===== config.mk =====
export PLATFORM = sky130hd
export DESIGN_NAME = servo_sweep_controller
export DESIGN_NICKNAME = d
export VERILOG_FILES = /design/src/rtl/servo_pkg.sv /design/src/rtl/servo_frame_timer.sv /design/src/rtl/servo_sweep_controller.sv
export SDC_FILE = /design/constraint.sdc
export NUM_CORES = 1
export LEC_CHECK = 0
export BUFFER_PORTS_ARGS = -buffer_cell sky130_fd_sc_hd__buf_4
export CORE_MARGIN = 3
export CORE_UTILIZATION = 35
export CTS_BUF_LIST = sky130_fd_sc_hd__clkbuf_4 sky130_fd_sc_hd__clkbuf_8
export DETAILED_ROUTE_END_ITERATION = 10
export GPL_ROUTABILITY_DRIVEN = 0
export SKIP_CTS_REPAIR_TIMING = 1
export SYNTH_ARGS = -nofsm -noshare
export SYNTH_HDL_FRONTEND = slang
export SYNTH_SLANG_ARGS = --single-unit

===== constraint.sdc =====
create_clock -name CLK25MHZ -period 4.95 [get_ports CLK25MHZ]
set_input_delay 0.495 -clock CLK25MHZ [delete_from_list [all_inputs] [get_ports CLK25MHZ]]
set_output_delay 0.495 -clock CLK25MHZ [all_outputs]
set_load 0.01 [all_outputs]

===== src/rtl/servo_pkg.sv =====
// -----------------------------------------------------------------------------
// servo_pkg
// Shared definitions for the servo sweep controller and its frame timer:
//   - servo_state_e           : controller state encoding (IDLE, RAMP, SETTLE)
//   - DUTY_MIN_DEFAULT        : default lowest legal duty count (park position)
//   - DUTY_MAX_DEFAULT        : default highest legal duty count
//   - FRAME_CYCLES_20MS_25MHZ : clock cycles in one 20 ms PWM frame at 25 MHz
//   - clamp_duty()            : saturate a value into [lo, hi]
// -----------------------------------------------------------------------------
package servo_pkg;

    typedef enum logic [1:0] {
        IDLE   = 2'd0,
        RAMP   = 2'd1,
        SETTLE = 2'd2
    } servo_state_e;

    localparam int unsigned DUTY_MIN_DEFAULT        = 21;
    localparam int unsigned DUTY_MAX_DEFAULT        = 102;
    localparam int unsigned FRAME_CYCLES_20MS_25MHZ = 500_000;

    // Saturating clamp; callers zero-extend narrower words to 32 bits.
    function automatic int unsigned clamp_duty(
        input int unsigned value,
        input int unsigned lo,
        input int unsigned hi
    );
        if (value < lo) begin
            return lo;
        end
        if (value > hi) begin
            return hi;
        end
        return value;
    endfunction

endpackage


===== src/rtl/servo_frame_timer.sv =====
// -----------------------------------------------------------------------------
// servo_frame_timer
// Free-running frame counter 0 .. FRAME_CYCLES-1 with a one-cycle tick on the
// last cycle of each frame. Only reset clears it, so a PWM serializer sharing
// this timer stays phase-aligned with the duty updates.
//
// Ports:
//   clk_i        in   system clock
//   reset_i      in   synchronous active-high reset
//   frame_tick_o out  high exactly when the count equals FRAME_CYCLES-1
// -----------------------------------------------------------------------------
module servo_frame_timer
    import servo_pkg::*;
#(
    parameter int unsigned FRAME_CYCLES = FRAME_CYCLES_20MS_25MHZ
) (
    input  logic clk_i,
    input  logic reset_i,
    output logic frame_tick_o
);

    localparam int unsigned      CNT_W = (FRAME_CYCLES > 1) ? $clog2(FRAME_CYCLES) : 1;
    localparam logic [CNT_W-1:0] LAST  = CNT_W'(FRAME_CYCLES - 1);

    if (FRAME_CYCLES < 1) begin : g_bad_frame_cycles
        $error("servo_frame_timer: FRAME_CYCLES must be at least 1");
    end

    logic [CNT_W-1:0] cnt_q;
    logic [CNT_W-1:0] cnt_d;

    always_comb begin
        cnt_d = (cnt_q == LAST) ? '0 : cnt_q + CNT_W'(1);
    end

    // NOTE: clocked state uses <= so every register samples pre-edge values.
    always_ff @(posedge clk_i) begin
        if (reset_i) begin
            cnt_q <= '0;
        end else begin
            cnt_q <= cnt_d;
        end
    end

    assign frame_tick_o = (cnt_q == LAST);

endmodule


===== src/rtl/servo_sweep_controller.sv =====
// -----------------------------------------------------------------------------
// servo_sweep_controller
// Produces the duty word for the servo PWM serializer. A target arrives over a
// valid/ready handshake, is clamped to [DUTY_MIN, DUTY_MAX], and the duty then
// slews toward it by at most STEP counts per frame. Once there, the controller
// holds for HOLD_FRAMES further frames and pulses done.
//
// Ports:
//   CLK25MHZ   in   system clock, 25 MHz
//   reset      in   synchronous active-high reset
//   cmd_valid  in   target command valid
//   cmd_ready  out  high only in IDLE; a transfer is cmd_valid && cmd_ready
//   cmd_target in   requested duty count (clamped on accept)
//   duty_cycle out  registered duty word, changes only after a frame tick
//   frame_tick out  one-cycle pulse on the last cycle of each frame
//   busy       out  high in RAMP and SETTLE
//   done       out  one-cycle pulse when the hold completes
// -----------------------------------------------------------------------------
module servo_sweep_controller
    import servo_pkg::*;
#(
    parameter int unsigned DUTY_WIDTH   = 10,
    parameter int unsigned DUTY_MIN     = DUTY_MIN_DEFAULT,
    parameter int unsigned DUTY_MAX     = DUTY_MAX_DEFAULT,
    parameter int unsigned STEP         = 1,
    parameter int unsigned FRAME_CYCLES = FRAME_CYCLES_20MS_25MHZ,
    parameter int unsigned HOLD_FRAMES  = 4
) (
    input  logic                  CLK25MHZ,
    input  logic                  reset,
    input  logic                  cmd_valid,
    output logic                  cmd_ready,
    input  logic [DUTY_WIDTH-1:0] cmd_target,
    output logic [DUTY_WIDTH-1:0] duty_cycle,
    output logic                  frame_tick,
    output logic                  busy,
    output logic                  done
);

    localparam int unsigned           HOLD_W = (HOLD_FRAMES > 0) ? $clog2(HOLD_FRAMES + 1) : 1;
    localparam logic [DUTY_WIDTH-1:0] STEP_W = DUTY_WIDTH'(STEP);

    // Elaboration-time parameter legality.
    if (DUTY_WIDTH < 1 || DUTY_WIDTH > 31) begin : g_bad_width
        $error("servo_sweep_controller: DUTY_WIDTH must be in 1..31");
    end
    if (DUTY_MIN > DUTY_MAX) begin : g_bad_range
        $error("servo_sweep_controller: DUTY_MIN must not exceed DUTY_MAX");
    end
    if (64'(DUTY_MAX) >= (64'(1) << DUTY_WIDTH)) begin : g_bad_max
        $error("servo_sweep_controller: DUTY_MAX does not fit in DUTY_WIDTH bits");
    end
    if (STEP < 1 || 64'(STEP) >= (64'(1) << DUTY_WIDTH)) begin : g_bad_step
        $error("servo_sweep_controller: STEP must be >= 1 and fit in DUTY_WIDTH bits");
    end

    servo_state_e          state_q;
    logic [DUTY_WIDTH-1:0] duty_q;
    logic [DUTY_WIDTH-1:0] duty_d;
    logic [DUTY_WIDTH-1:0] target_q;
    logic [DUTY_WIDTH-1:0] target_d;
    logic [DUTY_WIDTH-1:0] diff;
    logic [HOLD_W-1:0]     hold_q;
    logic                  cmd_ready_q;
    logic                  busy_q;
    logic                  done_q;
    logic                  tick;

    servo_frame_timer #(
        .FRAME_CYCLES (FRAME_CYCLES)
    ) u_frame_timer (
        .clk_i        (CLK25MHZ),
        .reset_i      (reset),
        .frame_tick_o (tick)
    );

    always_comb begin
        target_d = DUTY_WIDTH'(clamp_duty(32'(cmd_target), DUTY_MIN, DUTY_MAX));
    end

    // Slew-limited next duty. The magnitude compare comes first so the
    // subtraction is always non-negative, and the final step lands exactly on
    // the target instead of overshooting it.
    always_comb begin
        // NOTE: defaults first; a path that skips an assignment would infer a latch.
        duty_d = duty_q;
        diff   = '0;
        if (duty_q < target_q) begin
            diff   = target_q - duty_q;
            duty_d = (diff > STEP_W) ? duty_q + STEP_W : target_q;
        end else if (duty_q > target_q) begin
            diff   = duty_q - target_q;
            duty_d = (diff > STEP_W) ? duty_q - STEP_W : target_q;
        end
    end

    always_ff @(posedge CLK25MHZ) begin
        if (reset) begin
            state_q     <= IDLE;
            duty_q      <= DUTY_WIDTH'(DUTY_MIN);
            target_q    <= DUTY_WIDTH'(DUTY_MIN);
            hold_q      <= '0;
            cmd_ready_q <= 1'b1;
            busy_q      <= 1'b0;
            done_q      <= 1'b0;
        end else begin
            done_q <= 1'b0;
            case (state_q)
                IDLE: begin
                    // A tick coinciding with the accept is deliberately not
                    // used: the first step happens on the following tick.
                    if (cmd_valid && cmd_ready_q) begin
                        target_q    <= target_d;
                        state_q     <= RAMP;
                        cmd_ready_q <= 1'b0;
                        busy_q      <= 1'b1;
                    end
                end
                RAMP: begin
                    if (tick) begin
                        duty_q <= duty_d;
                        // Leave on the tick whose update reaches the target
                        // (immediately if it was already there at accept).
                        if (duty_d == target_q) begin
                            state_q <= SETTLE;
                            hold_q  <= HOLD_W'(HOLD_FRAMES);
                        end
                    end
                end
                SETTLE: begin
                    if (tick) begin
                        if (hold_q == '0) begin
                            state_q     <= IDLE;
                            done_q      <= 1'b1;
                            cmd_ready_q <= 1'b1;
                            busy_q      <= 1'b0;
                        end else begin
                            hold_q <= hold_q - HOLD_W'(1);
                        end
                    end
                end
                default: begin
                    state_q     <= IDLE;
                    cmd_ready_q <= 1'b1;
                    busy_q      <= 1'b0;
                end
            endcase
        end
    end

    assign duty_cycle = duty_q;
    assign cmd_ready  = cmd_ready_q;
    assign busy       = busy_q;
    assign done       = done_q;
    assign frame_tick = tick;

endmodule


Yosys cells after proc, flatten, opt, wreduce, memory -nomap -nowiden:

Cells that the tools add are included.

* bits in registers: 47
* input bits: 13
* output and inout port bits: 14
* logic and storage cells: 75

* $add $sub $neg: 6
* magnitude comparators: 6
* equal/unequal tests: 10
* muxes and demuxes: 31
* bitwise logic cells: 3
* reductions and logical operators: 11

Operators by type and width (number)
* $mux W10: 6
* $gt A10 B1 Y1 const B: 2
* $sub A10 B10 Y10: 2
* $add A19 B1 Y19 const B: 1
* $eq A19 B19 Y1 const B: 1
* $mux W3: 4
* $ne A2 B2 Y1 const B: 6
* $add A10 B1 Y10 const B: 1
* $eq A10 B10 Y1: 1
* $gt A10 B10 Y1: 1
* $gt A10 B7 Y1 const B: 1
* $lt A10 B10 Y1: 1
* $lt A10 B5 Y1 const B: 1
* $mux W1: 10
* $mux W2: 5
* $reduce_and A5 Y1: 2
* $sub A10 B1 Y10 const B: 1
* $mux W7: 1
* $pmux W1 S3: 2
* $pmux W2 S3: 1
* $pmux W3 S2: 1
* $mux W5: 1
* $reduce_and A2 Y1: 2
* $reduce_and A4 Y1: 1
* other kinds (10): 12

Depth between registers and ports, before layout:

Gate-level depths: netlist of run 1.

* depth after elaboration: 9
* mapped depth: 18

Cells and area by module:

Synthesis of run 1 repeated with hierarchy kept, for this count alone.

* cells, all modules: 592
* area, all modules: 4469.3 um^2

By module, submodules not included
* servo_sweep_controller: instances 1, cells each 490, area an instance 3573.4 um^2, seq. area each 560.5 um^2
* servo_frame_timer: instances 1, cells each 102, area an instance 895.9 um^2, seq. area each 380.4 um^2

Worst setup path after synthesis of run 1:

OpenSTA, ideal clock, no wires.

* kind: reg-to-reg
* start: register duty_q[0], in the netlist duty_cycle[0]
* end: register state_q[1]
* library setup time: 0.096 ns
* data arrival time: 4.040 ns
* required time: 4.854 ns
* setup slack: 0.814 ns
* cell stages (with the launch flop): 15
* buffers on the path: 1
* cell sequence: dfxtp_1 > clkbuf_1 > inv_1 > ha_1 > fa_1 > nand2b_1 > a211oi_1 > o31ai_1 > a2111oi_2 > nand3_2 > a22o_1 > mux2_4 > a221o_1 > or4_4 > o41ai_2

* longest elaborated chain between the ends: 8

Ends and longest elaborated chain
* start, declared: line servo_sweep_controller.sv:58 `logic [DUTY_WIDTH-1:0] duty_q;`
* start signal, assigned: line servo_sweep_controller.sv:100 `duty_q <= DUTY_WIDTH'(DUTY_MIN);`
* start signal, assigned: line servo_sweep_controller.sv:121 `duty_q <= duty_d;`
* $sub A10 B10 Y10: line servo_sweep_controller.sv:92 `diff = duty_q - target_q;`
* $gt A10 B1 Y1: line servo_sweep_controller.sv:93 `duty_d = (diff > STEP_W) ? duty_q - STEP_W : target_q;`
* $mux W10: line servo_sweep_controller.sv:93
* $mux W10: line servo_sweep_controller.sv:91 `end else if (duty_q > target_q) begin`
* $mux W10 (*): line servo_sweep_controller.sv:88 `if (duty_q < target_q) begin`
* $eq A10 B10 Y1 (*): line servo_sweep_controller.sv:124 `if (duty_d == target_q) begin`
* $ne A2 B2 Y1 (no source line) (*)
* $reduce_and A5 Y1 (no source line) (*)
* end signal, assigned: line servo_sweep_controller.sv:99 `state_q <= IDLE;`
* end signal, assigned: line servo_sweep_controller.sv:125 `state_q <= SETTLE;`
* end signal, assigned: line servo_sweep_controller.sv:133 `state_q <= IDLE;`
* end, declared: line servo_sweep_controller.sv:57 `servo_state_e state_q;`

Mark *: on every way between the ends. The rest lies on a longest branch, timed or not.
A chain may end at the register's enable or synchronous reset.

Final worst setup path of run 1:

* start: register duty_q[1], in the netlist duty_cycle[1]
* end: register state_q[1]

The elaborated chain is that of the path after synthesis.

==> results.rst, run 1 <==
.. list-table::
   :header-rows: 1

   * - Metric
     - Value
   * - Outcome
     - completed
   * - Final Slew Violations
     - 0
   * - Number of placement rows
     - 39
   * - Static power due to leakage
     - 1.85 nW
   * - HPWL after detailed placement
     - 9.42 mm
   * - TritonCTS clock tree
     - done
   * - Kind of launch point of the worst setup path
     - register
   * - Data required time of the critical path
     - 5.17 ns
   * - Congestion Overflow GR
     - 0
   * - Register bit count reported by yosys
     - 47
   * - Smallest hold slack
     - 0.424 ns
   * - Portion of the post-synthesis area used by sequential elements
     - 0.219
   * - Ports placed on the boundary
     - 27
   * - Most instantiated flip-flop cell in the synthesis netlist
     - dfxtp_1
   * - Fraction of registers with async set or reset after synthesis
     - 0
   * - Worst min-delay path category
     - input port to register
   * - Final setup viols
     - 0
   * - Filler Cells Inserted
     - 1241
   * - Die width
     - 117 µm
   * - Number of endpoints with negative hold slack in the final report
     - 0
   * - Maximum number of buffers from clock root to sink
     - 2
   * - Category of the most critical setup path
     - register to register
   * - Clock sink total
     - 47
   * - Clock latency of the later-clocked register in the worst-skew pair
     - 0.33 ns
   * - Library cell with the largest summed area after synthesis
     - dfxtp_1
   * - Total iterations of the first detailed-routing run
     - 5
   * - Clock transition time at the flip-flop clock pins of the worst setup and hold paths
     - 0.12 ns
   * - Proportion of netlist area held by the largest area contributor
     - 0.219
   * - First-pass GRT wire length
     - 20.7 mm
   * - Die span in y
     - 117 µm
   * - Largest cells by area after synthesis
     - dfxtp_1 22%, ha_1 7.0%, nor2_1 6.8%, xnor2_1 4.9%, a21oi_1 4.7%
   * - Finished Cell Area
     - 4750 µm²
   * - Number of enable-type register cells in the synthesized netlist
     - 0
   * - Number of distinct standard cells referenced by the synthesized netlist
     - 67
   * - Setup repair after global routing missed its margin
     - false
   * - Number of buffers added by the clock tree synthesis step
     - 5
   * - Final setup skew
     - 0.0261 ns
   * - Cells after synthesis
     - 601
   * - Total detailed-routing wirelength
     - 12.5 mm
   * - Maximum operating frequency
     - 220 MHz
   * - Mean Syn Cell Area
     - 7.16 µm²
   * - Syn-to-layout area delta
     - 10.5%
   * - Total of warnings raised by yosys
     - 0
   * - Number of nets still failing antenna checks after routing
     - 0
   * - Slew @ Worst Pin
     - 0.897 ns
   * - Total global routing track utilization
     - 0.187
   * - Die Footprint
     - 13700 µm²
   * - Nets@finish
     - 646
   * - Violation count after the first detailed-routing iteration
     - 529
   * - Detailed-route via count
     - 4471
   * - Summed negative setup slack over all endpoints
     - 0 ns
   * - Peak supply drop
     - 167 µV
   * - Crit-path max FO
     - 18
   * - Effective utilization at floorplan
     - 0.367
   * - Input/output buffers
     - 26
   * - Power density normalized to cell area
     - 224 nW/µm²
   * - Layout cell share with drive strength beyond 1
     - 0.105
   * - Core ar.
     - 11700 µm²
   * - Synthesized cell area
     - 4300 µm²
   * - Utilization after layout
     - 0.406
   * - Top post-synthesis cells by count
     - 78 x nor2_1, 47 x dfxtp_1, 42 x nand2_1, 40 x a21oi_1, 37 x clkbuf_1
   * - Area post-placement
     - 4610 µm²
   * - Number of antenna violations at the first check in global routing
     - 0
   * - Number of antenna cells inserted
     - 0
   * - Average routed wire per standard cell
     - 16.6 µm
   * - Remaining DRCs
     - 0
   * - Post-DR vias/cell
     - 5.95
   * - Worst-case headroom to the max-slew limit
     - 0.398
   * - Post-layout min period
     - 4.54 ns
   * - Pin count of the biggest net entering global routing
     - 35
   * - Root Buffer
     - clkbuf_8
   * - Count of max-cap constraint violations
     - 0
   * - Most numerous cell in the Yosys netlist
     - nor2_1
   * - Maximum level of the CTS H-tree
     - 2
   * - Period utilization
     - 0.917
   * - Via count of the first global-routing pass
     - 4084
   * - Worst endpoint data arrival time
     - 4.76 ns
   * - Net count of the mapped netlist
     - 640
   * - Nature of the critical path endpoint
     - register
-- worst paths after layout --
path / startpoint / to / slack, ns / depth (start not counted)
setup / recovery: duty_cycle[1]$_SDFFE_PP0P_ / state_q[1]$_SDFFE_PP0P_ / 0.41 / 13
hold / removal: cmd_target[2] / target_q[2]$_SDFFE_PP1P_ / 0.42 / 3
setup reg to reg: duty_cycle[1]$_SDFFE_PP0P_ / state_q[1]$_SDFFE_PP0P_ / 0.41 / 13
hold reg to reg: hold_q[1]$_SDFFE_PP0P_ / hold_q[1]$_SDFFE_PP0P_ / 0.49 / 2
-- sequential cells by signal, summed over array words and instances (netlist names) --
name / flops
busy: 1
cmd_ready: 1
done: 1
duty_cycle: 10
hold_q: 3
state_q: 2
target_q: 10
u_frame_timer.cnt_q: 19
-- metal layers --
metal  vias up  track usage  part of all wire
li1       2173            -                 -
met1      2102        0.261              0.46
met2       173        0.301              0.46
met3        23       0.0206             0.053
met4         0       0.0642             0.027
met5         -            0                 0
-- final cells by class --
| type | count | area (µm²) | share of cell area |
|---|---|---|---|
| Multi-Input combinational cell | 476 | 3050 | 0.643 |
| Sequential cell | 47 | 941 | 0.198 |
| Timing Repair Buffer | 40 | 300 | 0.0632 |
| Tap cell | 143 | 179 | 0.0376 |
| Inverter | 37 | 139 | 0.0292 |
| Clock inverter | 3 | 71.3 | 0.0150 |
| Clock buffer | 5 | 68.8 | 0.0145 |
-- power breakdown --
part | total [mW] | switching (mW) | internal, mW | leakage [nW]
sequential | 0.401 | 0.0147 | 0.387 | 0.381
clock | 0.358 | 0.153 | 0.205 | 0.0703
combinational | 0.304 | 0.191 | 0.113 | 1.40
-- cells by family after synthesis --
kind of cell             synth area share
AND/OR/NAND/NOR                     0.273
AO/OA/AOI/OAI                       0.260
buffers and inverters              0.0715
flip-flops                          0.219
XOR/XNOR                           0.0773
adder cells (fa/ha/maj)            0.0791
multiplexers                       0.0204
-- layout by cell type (no fill, tap or decap), types with 8 or more instances in the layout --
cell type	Yosys	final
nor2_1	78	78
dfxtp_1	47	47
nand2_1	42	42
a21oi_1	40	40
buf_4	0	40
inv_1	36	36
nand3_1	35	35
o21ai_0	32	32
xnor2_1	24	24
ha_1	24	24
nor3_1	18	18
xor2_1	14	14
nand4_1	12	12
o211ai_1	11	11
a211oi_1	11	11
nand2b_1	10	10
a31oi_1	8	8
-- stage by stage --
step / setup WS, ns / cells / power (mW)
floorplan: 0.814 / 601 / 0.626
global placement: 0.642 / 743 / 0.705
detailed placement: 0.493 / 743 / 0.708
CTS: 0.440 / 751 / 1.07
global route: 0.132 / 751 / 1.12
finish: 0.413 / 751 / 1.06
-- worst max-delay path: stages, from the launching register on --
cell and delay (ns):
dfxtp_1 0.62, inv_1 0.21, fa_1 0.48, nand2b_1 0.18, a211oi_1 0.36, o31ai_1 0.13, a2111oi_2 0.35, nand3_2 0.32
buf_4 0.32, nand4_1 0.09, a21oi_1 0.08, or4_1 0.52, or4_4 0.46, o41ai_2 0.29
Note: power is estimated with default switching activity, not from simulation.
==> run 2, diff against run 1 <==
Settings changed: CORE_ASPECT_RATIO set to 1.1, REMOVE_ABC_BUFFERS set to 1.
==> run 2 against run 1 <==
Against the previous run:
- via count up 0.72%
- non-clock buffer count is 1 lower
- register-to-register slack got worse by 0.14 ns
- critical path depth is 1 higher
- clock-buffer cell count grew 1
- critical path type unchanged
- critical endpoint is now hold_q[1]$_SDFFE_PP0P_
- highest routed layer unchanged
==> results.rst, run 2 (synthesis results as in run 1) <==
.. list-table::
   :header-rows: 1

   * - Metric
     - Value
   * - Worst min-delay path category
     - input port to register (unchanged)
   * - Sequential Area
     - 942 µm² (was 941 µm²)
   * - Total global routing track utilization
     - 0.181 (was 0.187)
   * - Highest-delay cell along the critical path
     - dfxtp_1 (unchanged)
   * - Hold path cells
     - 3 (unchanged)
   * - Input/output buffers
     - 26 (unchanged)
   * - Clock latency of the later-clocked register in the worst-skew pair
     - 0.31 ns (was 0.33 ns)
   * - Total iterations of the first detailed-routing run
     - 5 (unchanged)
   * - Congestion Overflow GR
     - 0 (unchanged)
   * - Final Slew Violations
     - 0 (unchanged)
   * - Crit-path max FO
     - 19 (was 18)
   * - First-pass GRT wire length
     - 20.5 mm (was 20.7 mm)
   * - TritonCTS clock tree
     - done (unchanged)
   * - Detailed-route via count
     - 4503 (was 4471)
   * - Top Family by Delay on Critical Path
     - simple AND/OR/NAND/NOR gates (unchanged)
   * - Number of buffers added by the clock tree synthesis step
     - 5 (unchanged)
   * - Number of nets still failing antenna checks after routing
     - 0 (unchanged)
   * - Nature of the critical path endpoint
     - register (unchanged)
   * - Layout cell share with drive strength beyond 1
     - 0.105 (about the same)
   * - Final setup viols
     - 0 (unchanged)
   * - Via count of the first global-routing pass
     - 4206 (was 4084)
   * - Peak per-stage delay on the critical path
     - 0.54 ns (was 0.62 ns)
   * - Root Buffer
     - clkbuf_8 (unchanged)
   * - Ports placed on the boundary
     - 27 (unchanged)
   * - Clock transition time at the flip-flop clock pins of the worst setup and hold paths
     - 0.10 ns (was 0.12 ns)
   * - Number of antenna cells inserted
     - 0 (unchanged)
   * - Number of endpoints with negative hold slack in the final report
     - 0 (unchanged)
   * - Die width
     - 112 µm (was 117 µm)
   * - Post-layout min period
     - 4.68 ns (was 4.54 ns)
   * - Maximum level of the CTS H-tree
     - 2 (unchanged)
   * - Category of the most critical setup path
     - register to register (unchanged)
   * - Most frequent CP cell
     - or4_4
   * - Maximum operating frequency
     - 214 MHz (was 220 MHz)
   * - Worst slack, placed
     - 0.363 ns (was 0.493 ns)
   * - Pin count of the biggest net entering global routing
     - 35 (unchanged)
   * - Worst r2r path cells
     - 14 (was 13)
   * - Summed negative setup slack over all endpoints
     - 0 ns (unchanged)
   * - Clock sink total
     - 47 (unchanged)
   * - Worst-case headroom to the max-slew limit
     - 0.462 (was 0.398)
   * - Average routed wire per standard cell
     - 16.3 µm (was 16.6 µm)
   * - Maximum number of buffers from clock root to sink
     - 2 (unchanged)
   * - Peak supply drop
     - 177 µV (was 167 µV)
   * - Die Footprint
     - 13700 µm² (about the same)
   * - Data required time of the critical path
     - 5.13 ns (was 5.17 ns)
   * - Power density normalized to cell area
     - 206 nW/µm² (was 224 nW/µm²)
   * - Outcome
     - completed (unchanged)
   * - Core ar.
     - 11700 µm² (about the same)
   * - Die span in y
     - 122 µm (was 117 µm)
   * - Top reg by flops
     - u_frame_timer.cnt_q (unchanged)
   * - Logic depth of the worst path, buffers included
     - 14 (was 13)
   * - Least setup slack across all paths after layout
     - 0.268 ns (was 0.413 ns)
   * - Utilization after layout
     - 0.401 (was 0.406)
   * - Syn-to-layout area delta
     - 9.51% (was 10.5%)
   * - Highest-count cells in the layout ignoring fill and taps
     - 78 x nor2_1, 46 x dfxtp_1, 42 x nand2_1 (was 78 x nor2_1, 47 x dfxtp_1, 42 x nand2_1)
   * - Worst endpoint data arrival time
     - 4.86 ns (was 4.76 ns)
   * - HPWL after detailed placement
     - 9.32 mm (was 9.42 mm)
   * - Violation count after the first detailed-routing iteration
     - 438 (was 529)
   * - Area of the multi-input gates
     - 3050 µm² (unchanged)
   * - Filler Cells Inserted
     - 1217 (was 1241)
   * - Effective utilization at floorplan
     - 0.366 (was 0.367)
   * - Max reg flops
     - 19 (unchanged)
   * - Period utilization
     - 0.946 (was 0.917)
   * - Kind of launch point of the worst setup path
     - register (unchanged)
   * - Number of antenna violations at the first check in global routing
     - 0 (unchanged)
   * - Post-DR vias/cell
     - 5.95 (about the same)
   * - Number of placement rows
     - 41 (was 39)
   * - Slew @ Worst Pin
     - 0.801 ns (was 0.897 ns)
   * - Count of max-cap constraint violations
     - 0 (unchanged)
   * - Setup repair after global routing missed its margin
     - false (unchanged)
   * - Buffering stage count on the worst path with inverters included
     - 2 (unchanged)
   * - Critical Path, Cell by Cell
     - inv_1 > ha_1 > a211oi_2 > nor3b_1 > or4_4 > a2111oi_2 > nand3_2 > buf_4 > nand2_1 > o21ai_0 > a311o_1 > or4_4 > nor2_2 > o41ai_1 (was inv_1 > fa_1 > nand2b_1 > a211oi_1 > o31ai_1 > a2111oi_2 > nand3_2 > buf_4 > nand4_1 > a21oi_1 > or4_1 > or4_4 > o41ai_2)
   * - Most common cell after layout, fill and taps aside
     - nor2_1 (unchanged)
   * - Total detailed-routing wirelength
     - 12.4 mm (was 12.5 mm)
   * - Static power due to leakage
     - 1.82 nW (was 1.85 nW)
   * - Remaining DRCs
     - 0 (unchanged)
   * - Final setup skew
     - 0.00655 ns (was 0.0261 ns)
   * - Nets@finish
     - 645 (was 646)
## run 2: cell types whose count changed in the layout (fill, tap and decap cells not counted)
| cell | change |
|---|---|
| bufinv_16 | -2 |
| buf_4 | -1 |
| clkbuf_8 | +1 |
| clkinv_2 | +1 |
| dfxtp_1 | -1 |
| dfxtp_2 | +1 |
| inv_6 | +1 |
| inv_8 | -1 |
## run 2: metal layers
| metal | vias to the layer above | share of wire | wire length [µm] | track usage |
|---|---|---|---|---|
| li1 | 2171 | - | - | - |
| met1 | 2117 | 0.46 | 5650 | 0.245 |
| met2 | 181 | 0.45 | 5580 | 0.291 |
| met3 | 34 | 0.061 | 755 | 0.0227 |
| met4 | 0 | 0.030 | 374 | 0.0783 |
| met5 | - | 0 | 0 | 0 |
## run 2: report_power, final
group	switching (mW)	leakage (nW)	internal, mW
registers	0.0154	0.381	0.387
clock network	0.146	0.0516	0.115
logic	0.193	1.39	0.113
## run 2: final cells by class
type	count	area share
clock inverters	2	0.00292
inverters	37	0.0295
flip-flops and latches	47	0.200
clock buffers	6	0.0175
multi-input cells	476	0.648
repair buffers	39	0.0621
well taps	150	0.0398
## run 2: per-stage QoR
stage | hold WS [ns] | instances | power (mW) | cell area (µm²)
4_1_cts | 0.414 | 757 | 0.969 | 4710
3_3_place_gp | 0.448 | 749 | 0.704 | 4610
6_report | 0.426 | 757 | 0.969 | 4710
5_1_grt | 0.414 | 757 | 1.02 | 4710
3_5_place_dp | 0.455 | 749 | 0.708 | 4610
2_1_floorplan | 0.430 | 560 | 0.608 | 4130
## run 2: worst min-delay path, cell delays in order
cell	delay, ns
buf_4	0.10
o22ai_1	0.06
nand2b_1	0.06
## run 2: worst paths after layout
| path | slack (ns) | start | endpoint |
|---|---|---|---|
| setup / recovery | 0.27 | duty_cycle[5]$_SDFFE_PP0P_ | hold_q[1]$_SDFFE_PP0P_ |
| setup reg to reg | 0.27 | duty_cycle[5]$_SDFFE_PP0P_ | hold_q[1]$_SDFFE_PP0P_ |
| hold reg to reg | 0.47 | u_frame_timer.cnt_q[0]$_SDFF_PP0_ | u_frame_timer.cnt_q[0]$_SDFF_PP0_ |
| hold / removal | 0.43 | cmd_target[2] | target_q[2]$_SDFFE_PP1P_ |
==> run 3, diff against run 2 <==
Settings changed: ABC_AREA set to 1, GPL_TIMING_DRIVEN set to 0.
==> run 3 against run 2 <==
Against the previous run:
- sequential share of layout area is 1.3 points higher
- sequential cell count stayed put
- sequential power is 14% higher
- combinational power grew to 4.1 times the previous value
- global-route usage is 0.11 points lower
- clock-buffer cell count is 1 lower
- synthesized area is 6.3% lower
- critical endpoint is now hold_q[0]$_SDFFE_PP0P_
- largest power group is now combinational cells
==> results.rst, run 3 <==
.. list-table::
   :header-rows: 1

   * - Metric
     - Value
   * - TritonCTS clock tree
     - done (unchanged)
   * - Period utilization
     - 0.771 (was 0.946)
   * - Fraction of registers with async set or reset after synthesis
     - 0 (unchanged)
   * - Cell Count Post-Placement
     - 823 (was 749)
   * - First-pass GRT wire length
     - 19.0 mm (was 20.5 mm)
   * - Summed negative setup slack over all endpoints
     - 0 ns (unchanged)
   * - Library cell with the largest summed area after synthesis
     - dfxtp_1 (unchanged)
   * - Slew @ Worst Pin
     - 0.548 ns (was 0.801 ns)
   * - Root Buffer
     - clkbuf_8 (unchanged)
   * - Register bit count reported by yosys
     - 47 (unchanged)
   * - Slack of the worst reg-to-reg path
     - 1.13 ns (was 0.27 ns)
   * - Worst r2r path cells
     - 24 (was 14)
   * - Clock network fraction of total power
     - 0.131 (was 0.269)
   * - Data required time of the critical path
     - 5.16 ns (was 5.13 ns)
   * - Number of distinct standard cells referenced by the synthesized netlist
     - 37 (was 67)
   * - Average routed wire per standard cell
     - 13.6 µm (was 16.3 µm)
   * - Max reg flops
     - 19 (unchanged)
   * - Worst min-delay path category
     - input port to register (unchanged)
   * - Input/output buffers
     - 26 (unchanged)
   * - Setup repair after global routing missed its margin
     - false (unchanged)
   * - Cells after synthesis
     - 664 (was 601)
   * - Total iterations of the first detailed-routing run
     - 5 (unchanged)
   * - Smallest hold slack
     - 0.443 ns (was 0.426 ns)
   * - Total detailed-routing wirelength
     - 11.3 mm (was 12.4 mm)
   * - Clock latency of the later-clocked register in the worst-skew pair
     - 0.32 ns (was 0.31 ns)
   * - Nets@finish
     - 722 (was 645)
   * - Number of antenna cells inserted
     - 0 (unchanged)
   * - Total of warnings raised by yosys
     - 0 (unchanged)
   * - Maximum number of buffers from clock root to sink
     - 2 (unchanged)
   * - Highest-count cells in the layout ignoring fill and taps
     - 187 x nand2_1, 103 x inv_1, 81 x nand3_1 (was 78 x nor2_1, 46 x dfxtp_1, 42 x nand2_1)
   * - Final setup skew
     - 0.0139 ns (was 0.00655 ns)
   * - Layout cell share with drive strength beyond 1
     - 0.0892 (was 0.105)
   * - Die Footprint
     - 12800 µm² (was 13700 µm²)
   * - Effective utilization at floorplan
     - 0.363 (was 0.366)
   * - Sequential group share of total power
     - 0.232 (was 0.415)
   * - Clock sink total
     - 47 (unchanged)
   * - Violation count after the first detailed-routing iteration
     - 234 (was 438)
   * - Number of placement rows
     - 40 (was 41)
   * - Clock transition time at the flip-flop clock pins of the worst setup and hold paths
     - 0.11 ns (was 0.10 ns)
   * - Endpoint of the most critical setup path
     - hold_q[0]$_SDFFE_PP0P_ (was hold_q[1]$_SDFFE_PP0P_)
   * - Power density normalized to cell area
     - 449 nW/µm² (was 206 nW/µm²)
   * - Category of the most critical setup path
     - register to register (unchanged)
   * - Static power due to leakage
     - 2.24 nW (was 1.82 nW)
   * - Mean Syn Cell Area
     - 6.07 µm² (was 7.16 µm²)
   * - Detailed-route via count
     - 4219 (was 4503)
   * - Maximum operating frequency
     - 262 MHz (was 214 MHz)
   * - Final Slew Violations
     - 0 (unchanged)
   * - Number of enable-type register cells in the synthesized netlist
     - 0 (unchanged)
   * - Most numerous cell in the Yosys netlist
     - nand2_1 (was nor2_1)
   * - Via count of the first global-routing pass
     - 4027 (was 4206)
   * - Number of endpoints with negative hold slack in the final report
     - 0 (unchanged)
   * - Core ar.
     - 11100 µm² (was 11700 µm²)
   * - Maximum level of the CTS H-tree
     - 2 (unchanged)
   * - Switching part of the total
     - 0.538 (was 0.366)
   * - Number of buffers added by the clock tree synthesis step
     - 5 (unchanged)
   * - End of the worst register-to-register path
     - hold_q[0]$_SDFFE_PP0P_ (was hold_q[1]$_SDFFE_PP0P_)
   * - Nature of the critical path endpoint
     - register (unchanged)
   * - Worst slack, placed
     - 1.19 ns (was 0.363 ns)
   * - Kind of launch point of the worst setup path
     - register (unchanged)
   * - Number of standard cells in the layout, taps in and fillers out
     - 831 (was 757)
   * - Die width
     - 108 µm (was 112 µm)
   * - Pin count of the biggest net entering global routing
     - 18 (was 35)
   * - Count of max-cap constraint violations
     - 0 (unchanged)
   * - Ports placed on the boundary
     - 27 (unchanged)
   * - Most common cell after layout, fill and taps aside
     - nand2_1 (was nor2_1)
   * - Worst-case headroom to the max-slew limit
     - 0.635 (was 0.462)
   * - Launching instance or port of the critical path
     - duty_cycle[3]$_SDFFE_PP0P_ (was duty_cycle[5]$_SDFFE_PP0P_)
   * - Most instantiated flip-flop cell in the synthesis netlist
     - dfxtp_1 (unchanged)
   * - Die span in y
     - 119 µm (was 122 µm)
   * - Top post-synthesis cells by count
     - 187 x nand2_1, 103 x inv_1, 81 x nand3_1, 49 x nor2_1, 47 x dfxtp_1 (was 78 x nor2_1, 47 x dfxtp_1, 42 x nand2_1, 40 x a21oi_1, 37 x clkbuf_1)
   * - Total global routing track utilization
     - 0.180 (was 0.181)
   * - Least setup slack across all paths after layout
     - 1.13 ns (was 0.268 ns)
   * - HPWL after detailed placement
     - 8.63 mm (was 9.32 mm)
   * - Switching power total
     - 1.07 mW (was 0.354 mW)
   * - Largest cells by area after synthesis
     - dfxtp_1 23%, nand2_1 17%, nand3_1 10%, inv_1 9.6%, ha_1 7.4% (was dfxtp_1 22%, ha_1 7.0%, nor2_1 6.8%, xnor2_1 4.9%, a21oi_1 4.7%)
   * - Design internal power
     - 0.915 mW (was 0.614 mW)
   * - Top reg by flops
     - u_frame_timer.cnt_q (unchanged)
   * - Synthesized cell area
     - 4030 µm² (was 4300 µm²)
   * - Congestion Overflow GR
     - 0 (unchanged)
   * - Outcome
     - completed (unchanged)
   * - Remaining DRCs
     - 0 (unchanged)
   * - Number of antenna violations at the first check in global routing
     - 0 (unchanged)
   * - Worst endpoint data arrival time
     - 4.03 ns (was 4.86 ns)
   * - Peak supply drop
     - 230 µV (was 177 µV)
   * - Final setup viols
     - 0 (unchanged)
   * - Beginning of the worst register-to-register path
     - duty_cycle[3]$_SDFFE_PP0P_ (was duty_cycle[5]$_SDFFE_PP0P_)
   * - Syn-to-layout area delta
     - 9.56% (was 9.51%)
   * - Post-DR vias/cell
     - 5.08 (was 5.95)
   * - Number of nets still failing antenna checks after routing
     - 0 (unchanged)
   * - Proportion of netlist area held by the largest area contributor
     - 0.233 (was 0.219)
   * - Combinational cell fraction of total power
     - 0.636 (was 0.316)
   * - Portion of the post-synthesis area used by sequential elements
     - 0.233 (was 0.219)
   * - Post-layout min period
     - 3.82 ns (was 4.68 ns)
   * - Crit-path max FO
     - 14 (was 19)
[run 3: cell count changes after synthesis, moves of 7 or more]
cell / previous run / this run
nand3_1: 35 / 81
and3_1: 7 / 0
nand2_1: 42 / 187
clkbuf_1: 37 / 8
nor2_1: 78 / 49
o211ai_1: 11 / 1
nand2b_1: 10 / 0
a31oi_1: 8 / 0
inv_1: 36 / 103
xnor2_1: 24 / 1
a211oi_1: 11 / 1
[run 3: cell type report]
type	instances	area, µm²
fill	1230	6690
multi-input combinational	498	2610
sequential	47	941
inverter	105	394
timing repair buffer	26	195
tap	147	184
clock buffer	5	68.8
clock inverter	3	27.5
[run 3: power groups by stage]
stage	clock (mW)	sequential [mW]	combinational, mW
6_report	0.260	0.460	1.26
3_5_place_dp	0	0.468	1.24
3_3_place_gp	0	0.466	1.22
5_1_grt	0.281	0.465	1.43
4_1_cts	0.266	0.459	1.24
2_1_floorplan	0	0.454	0.943
[run 3: cell families after synthesis]
family                   Yosys count  synth area share
AO/OA/AOI/OAI                     81             0.110
XOR/XNOR                          15            0.0326
adder cells (fa/ha/maj)           26            0.0844
buffers and inverters            119             0.120
flip-flops                        47             0.233
AND/OR/NAND/NOR                  376             0.419
[run 3: through the flow]
step                power [mW]  area (µm²)  utilization
global route              2.18        4420        0.398
CTS                       1.97        4420        0.398
floorplan                 1.40        3940            -
detailed placement        1.71        4320        0.389
finish                    1.98        4420        0.398
global placement          1.68        4320        0.389
[run 3: how the worst min path moves through the flow]
stage                                                 start                                end  slack (ns)  depth (start not counted)
after floorplan           u_frame_timer.cnt_q[0]$_SDFF_PP0_  u_frame_timer.cnt_q[0]$_SDFF_PP0_        0.42                          1
after global routing                          cmd_target[2]           target_q[2]$_SDFFE_PP1P_        0.44                          3
after CTS                                     cmd_target[2]           target_q[2]$_SDFFE_PP1P_        0.43                          3
after detailed placement  u_frame_timer.cnt_q[0]$_SDFF_PP0_  u_frame_timer.cnt_q[0]$_SDFF_PP0_        0.45                          1
final                                         cmd_target[2]           target_q[2]$_SDFFE_PP1P_        0.44                          3
after global placement    u_frame_timer.cnt_q[0]$_SDFF_PP0_  u_frame_timer.cnt_q[0]$_SDFF_PP0_        0.43                          1
[run 3: per-layer routing]
layer  share of wire  up-vias  track usage
met4           0.013        0       0.0552
li1                -     2165            -
met2            0.47      139        0.299
met1            0.44     1902        0.239
met3           0.069       13       0.0262
met5               0        -            0
[run 3: critical path: stages (launching register included)]
cell and delay (ns):
dfxtp_1 0.58, inv_1 0.20, ha_1 0.47, a21oi_1 0.23, nand2_1 0.15, nand2_1 0.11
nand2_1 0.05, nand2_1 0.05, nand2_1 0.05, inv_1 0.04, nand2_1 0.06, nor2_2 0.29
nand2_2 0.28, inv_1 0.18, nand2_1 0.06, nand3_1 0.10, nand3_1 0.08, nand2_1 0.07
nand2_1 0.10, nor2_1 0.13, nand3_2 0.12, nand2_4 0.12, nand3_1 0.07, nand2_1 0.07
nor2_1 0.05
